## src/rtl/sims_spi_main.sv

```systemverilog
// sims_spi_main: host-triggered SPI burst sequencer that issues N command frames,
// captures one MISO word per frame and streams each capture to a downstream FIFO.
module sims_spi_main #(
   parameter int DATA_W          = 16,
   parameter int MAX_FRAMES_LOG2 = 6
) (
   input  logic        clk,
   input  logic        reset,
   input  logic [31:0] ep00wirein,
   input  logic [31:0] ep01wirein,
   input  logic [31:0] ep02wirein,
   input  logic [31:0] ep03wirein,
   input  logic [31:0] ep04wirein,
   input  logic [31:0] ep05wirein,
   input  logic [31:0] ep40trigin,
   input  logic [31:0] ep41trigin,
   output logic [31:0] ep22wireout,
   output logic [31:0] ep24wireout,
   output logic        MOSI_to_sensor,
   input  logic        MISO_from_sensor,
   output logic        SCLK_wire,
   output logic        CS_b_wire,
   output logic [31:0] fpgaout_fifoin_din,
   output logic        fpgaout_fifoin_wr_en
);
   typedef enum logic [2:0] {IDLE, LEAD, SHIFT, GAP, DONE} state_t;
   typedef struct packed {
      logic [DATA_W-1:0]          cmd;
      logic [DATA_W-1:0]          tx;
      logic [DATA_W-1:0]          sh;
      logic [7:0]                 div;
      logic [7:0]                 gap;
      logic                       auto_inc;
      logic [MAX_FRAMES_LOG2-1:0] n_m1;
      logic [7:0]                 tmr;
      logic [3:0]                 bitn;
      logic                       ph;
      logic [7:0]                 frames;
      logic [7:0]                 last_idx;
      logic [DATA_W-1:0]          last_word;
      logic [15:0]                burst;
      logic                       busy;
      logic                       done;
      logic                       wr_en;
   } regs_t;
   state_t state, state_d;
   regs_t  r, rn;
   logic start, abort, t_end;
   logic [7:0] g_len, h_ld, t_ld;
   logic unused_ok;
   assign unused_ok = ^{ep00wirein[31:1], ep01wirein[31:16], ep02wirein[31:8], ep03wirein[31:8],
                        ep04wirein[31:1], ep05wirein[31:MAX_FRAMES_LOG2], ep40trigin[31:1], ep41trigin[31:1]};
   assign start = ep41trigin[0];
   assign abort = ep40trigin[0];
   assign t_end = r.tmr == 8'd0;
   assign g_len = (r.gap < 8'd2) ? 8'd2 : r.gap;
   // Timings must come from the wire-ins on the very clk that a burst starts.
   assign h_ld  = (state == IDLE) ? ep02wirein[7:0] : r.div;
   assign t_ld  = (state_d == GAP) ? g_len - 8'd1 : h_ld;
   always_ff @(posedge clk or negedge reset)
      if (!reset) begin
         state <= IDLE;
         r     <= '0;
      end else if (ep00wirein[0]) begin
         state <= IDLE;
         r     <= '0;
      end else begin
         state <= state_d;
         r     <= rn;
      end
   always_comb begin
      state_d = state;
      case (state)
         IDLE:    state_d = start ? LEAD : IDLE;
         LEAD:    state_d = t_end ? SHIFT : LEAD;
         SHIFT:   state_d = (t_end && r.ph && r.bitn == 4'(DATA_W - 1)) ? GAP : SHIFT;
         GAP:     state_d = t_end ? ((r.frames <= {{(8-MAX_FRAMES_LOG2){1'b0}}, r.n_m1}) ? LEAD : DONE) : GAP;
         DONE:    state_d = IDLE;
         default: state_d = IDLE;
      endcase
      if (abort && state != IDLE) state_d = IDLE;
   end
   always_comb begin
      rn       = r;
      rn.wr_en = 1'b0;
      rn.tmr   = (state_d != state || t_end) ? t_ld : r.tmr - 8'd1;
      if (state == IDLE && state_d == LEAD) begin
         rn.cmd      = ep01wirein[DATA_W-1:0];
         rn.div      = ep02wirein[7:0];
         rn.gap      = ep03wirein[7:0];
         rn.auto_inc = ep04wirein[0];
         rn.n_m1     = ep05wirein[MAX_FRAMES_LOG2-1:0];
         rn.busy     = 1'b1;
         rn.done     = 1'b0;
         rn.frames   = 8'd0;
         rn.burst    = r.burst + 16'd1;
      end
      if (state_d == LEAD && state != LEAD) begin
         rn.tx   = (state == IDLE) ? ep01wirein[DATA_W-1:0] : r.cmd;
         rn.ph   = 1'b0;
         rn.bitn = 4'd0;
      end
      // ph=0 is the SCLK-high half; its last clk samples MISO and advances MOSI.
      if (state == SHIFT && t_end) begin
         rn.ph   = !r.ph;
         rn.bitn = r.ph ? r.bitn + 4'd1 : r.bitn;
         if (!r.ph) begin
            rn.sh = {r.sh[DATA_W-2:0], MISO_from_sensor};
            rn.tx = r.tx << 1;
         end
      end
      if (state == SHIFT && state_d == GAP) begin
         rn.last_word = r.sh;
         rn.last_idx  = r.frames;
         rn.frames    = r.frames + 8'd1;
         rn.wr_en     = 1'b1;
         if (r.auto_inc) rn.cmd[13:8] = r.cmd[13:8] + 6'd1;
      end
      if (state_d == DONE) begin
         rn.busy = 1'b0;
         rn.done = 1'b1;
      end
      if (abort && state != IDLE) begin
         rn.busy = 1'b0;
         rn.done = 1'b0;
      end
   end
   assign SCLK_wire            = state == SHIFT && !r.ph;
   assign CS_b_wire            = !(state == LEAD || state == SHIFT);
   assign MOSI_to_sensor       = !CS_b_wire && r.tx[DATA_W-1];
   assign ep22wireout          = {8'd0, r.last_idx, r.last_word};
   assign ep24wireout          = {r.burst, r.frames, 6'd0, r.done, r.busy};
   assign fpgaout_fifoin_din   = ep22wireout;
   assign fpgaout_fifoin_wr_en = r.wr_en;
endmodule

```

## config.mk

```make
export PLATFORM = sky130hd
export DESIGN_NAME = sims_spi_main
export DESIGN_NICKNAME = d
export VERILOG_FILES = /design/src/rtl/sims_spi_main.sv
export SDC_FILE = /design/constraint.sdc
export NUM_CORES = 1
export LEC_CHECK = 0
export ABC_AREA = 1
export CAP_MARGIN = 10
export CORE_MARGIN = 8
export CORE_UTILIZATION = 46
export CTS_CLUSTER_SIZE = 20
export DETAILED_ROUTE_END_ITERATION = 10
export GPL_TIMING_DRIVEN = 0
export PLACE_DENSITY = 0.88
export RECOVER_POWER = 25
export SLEW_MARGIN = 30
export SYNTH_ARGS = -nofsm -noshare
export SYNTH_HDL_FRONTEND = slang
export SYNTH_SLANG_ARGS = --single-unit
```

## constraint.sdc

```tcl
create_clock -name clk -period 5.3 [get_ports clk]
set_input_delay 0.795 -clock clk [delete_from_list [all_inputs] [get_ports clk]]
set_output_delay 0.795 -clock clk [all_outputs]
set_load 0.03 [all_outputs]
```

==> flow_summary.toml <==
[min_path]
hp-class = "input port to async pin"

[floorplanning]
num_rows = 47
core_area_sq_mm = 0.0166
start_util_pct = 47.2
die_width_um = 147
io_pins = 359
die_area_sq_mm = 0.0215
die_h_um = 147

[global_routing]
gr-usage-met2_pct = 34.2
grtUsageTotal_pct = 20.0
grt_max_degree = 71
gr-usage-met1_pct = 23.8
globalRoute.busiestLayer = "met2"
antenna_found_initial = 0
grt_pass1_wl_mm = 34.6
grt.overflow.total = 0
grt_pass1_vias = 6898
use_met3_pct = 4.51

[power]
switchingPower_uw = 1120
ir_worst_vdd_mv = 0.283
p_int_uw = 2240
p_per_area_mw_per_mm2 = 333
combinationalPowerShare_pct = 27.0
cellLeakagePower_uw = 0.00507
switching_share_pct = 33.3
seqPwrFrac_pct = 36.1
p_clk_share_pct = 36.9

[cts]
clkSlewWorstSetupHoldPaths_ns = 0.06
cts_setup_buffers = 0
clock_sinks = 138
cts_tree = "built"
cts_root_buf = "clkbuf_16"
clock_latency_ns = 0.42
clk_path_buf_depth = 2
cts_hold_buf = 0
cts_resized = 0
cts_made_buffers = 17
htree_levels = 4

[route]
ant_nets = 0
num_vias = 7089
drtIter0Drc = 515
wl_mm = 21.5
wire_per_inst_um = 15.4
dr.pass1.iters = 5
via_per_inst = 5.09
drc = 0

[critical_path]
reg2reg_depth = 8
critPathLaunchType = "flip-flop"
crit_type = "flip-flop to output port"
arrival_ns = 2.77
crit_required_ns = 4.51
setup.worst_path.end_class = "output port"
worstPathMaxFanout = 10

[sta]
max_freq_ghz = 0.281
period_minus_slack_ns = 3.56
finClkSkew_ns = 0.00931
grt_setup_unrepaired = "false"
hold_viol = 0
worstMarginPinSlew_ns = 0.861
setup_tns_ns = 0
final-setup-viol-count = 0
maxSlewViolCount = 0
max_slew_margin_pct = 42.4
post-route-period-util_pct = 67.3

[logic_synthesis]
synth-seq-cells = 138
netlist_area_sq_mm = 0.00786
synth-seq-area-share_pct = 44.0
syn_avg_cell_area_sq_um = 7.88
synthCells = 997
yosysWarnings = 0
ys_types = 44

[placed_design]
io_buffers = 122
place_congestion = 0.872
dp_hpwl_mm = 15.9

[cells_and_area]
nets = 1432
final_common_cell = "nand2_1"
fin_util_pct = 60.6
final_cell_mix = "nand2_1 (240), dfrtp_1 (138), clkdlybuf4s50_1 (121), inv_1 (117), buf_4 (96)"
syn_to_final_growth_pct = 28.3
drive_gt1_share_pct = 14.2
nFillCells = 1384
n_antenna_cell = 0

[status]
outcome = "finished clean"

[job]
maxCapViolCount = 0
-- routing by layer --
layer	wire length (um)	part of all wire [%]	vias up
li1	-	-	3415
met4	688	3.2	0
met2	10600	49	299
met1	8680	40	3326
met5	0	0	-
met3	1530	7.1	49
-- state kept, by name (all words and copies together), names as in the netlist --
name and count:
fpgaout_fifoin_wr_en 1, state 3, ep24wireout 26, ep22wireout 24, r 84
-- cell families (layout without fill, tap and decap cells) --
| family | count (synthesis) | in the layout | synth area share (%) |
|---|---|---|---|
| and+or+nand+nor | 428 | 428 | 24.4 |
| other | 1 | 22 | 0.0477 |
| adders and majority gates | 13 | 13 | 2.07 |
| DFF | 138 | 138 | 44.0 |
| xor gates and xnor gates | 20 | 20 | 2.23 |
| muxes | 1 | 1 | 0.127 |
| buffers and inverters | 256 | 411 | 17.4 |
| AOI/OAI and AO/OA | 140 | 140 | 9.83 |
-- path summary, 6_finish.rpt --
check                                   start                          to  slack [ns]
setup / recovery           state[0]$_DFF_PN0_              MOSI_to_sensor        1.74
hold reg to reg             r[90]$_DFFE_PN0P_  ep22wireout[3]$_DFFE_PN0P_        0.47
setup reg to reg           state[2]$_DFF_PN0_          r[125]$_DFFE_PN0P_        2.73
min in group clk            r[90]$_DFFE_PN0P_  ep22wireout[3]$_DFFE_PN0P_        0.47
hold / removal                          reset  ep22wireout[7]$_DFFE_PN0P_        0.33
max in group asynchronous               reset           r[86]$_DFFE_PN0P_        4.23
-- metrics by stage --
step / setup WS [ns] / total power, uW / cells / hold WS (ns) / area (sq um)
6_report: 1.74 / 3360 / 1393 / 0.333 / 10100
5_1_grt: 1.58 / 3540 / 1393 / 0.367 / 10100
3_3_place_gp: -2.01 / 2080 / 1360 / 0.455 / 9430
4_1_cts: 1.76 / 3360 / 1393 / 0.353 / 10100
3_5_place_dp: 2.23 / 2110 / 1361 / 0.457 / 9460
2_1_floorplan: 2.72 / 1870 / 1018 / 0.442 / 7930
-- final cells by class --
type | instances | area (sq um) | share of cell area, %
Timing Repair Buffer | 123 | 1250 | 12.4
Buffer | 131 | 893 | 8.86
Clock inverter | 13 | 164 | 1.63
Sequential cell | 138 | 3450 | 34.3
Clock buffer | 19 | 453 | 4.49
Multi-Input combinational cell | 624 | 3120 | 30.9
Inverter | 125 | 472 | 4.68
Tap cell | 220 | 275 | 2.73
-- power by group through the flow --
stage	sequential [uW]	clock, uW	combinational, uW
6_report	1210	1240	907
5_1_grt	1230	1300	1010
4_1_cts	1210	1250	900
3_5_place_dp	1230	0	883
3_3_place_gp	1230	0	854
2_1_floorplan	1220	0	656
-- cell usage after synthesis, drive strengths merged --
cell type  instances  share of area [%]
nor2              62                3.7
clkbuf            20               0.96
mux2i              1               0.13
nor4               1              0.080
nand3             67                4.5
nand3b             1              0.096
xnor2              4               0.45
conb               1              0.048
nor3b              3               0.29
nand4             29                2.3
o21ai             96                6.1
a31oi              1              0.080
ha                13                2.1
xor2              16                1.8
o22ai             16                1.3
buf              111                 10
a21oi             17                1.3
and2               1              0.080
inv              123                5.9
nand2            245                 12
a31o               1               0.11
clkinv             2              0.096
a211oi             2               0.19
o2111a             1               0.14
o31ai              1              0.096
nor3              18                1.3
a22o               4               0.45
o21a               1              0.096
dfrtp            138                 44
and3               1              0.080
-- critical path, cell delays in order (launching register included) --
cell	delay [ns]
dfrtp_1	0.32
buf_2	0.22
inv_1	0.13
nor2_1	0.14
clkinv_1	0.25
clkbuf_1	0.30
nand2_1	0.16
inv_1	0.06
nor2_1	0.08
clkdlybuf4s50_1	0.69
Note: power is estimated with default switching activity, not from simulation.
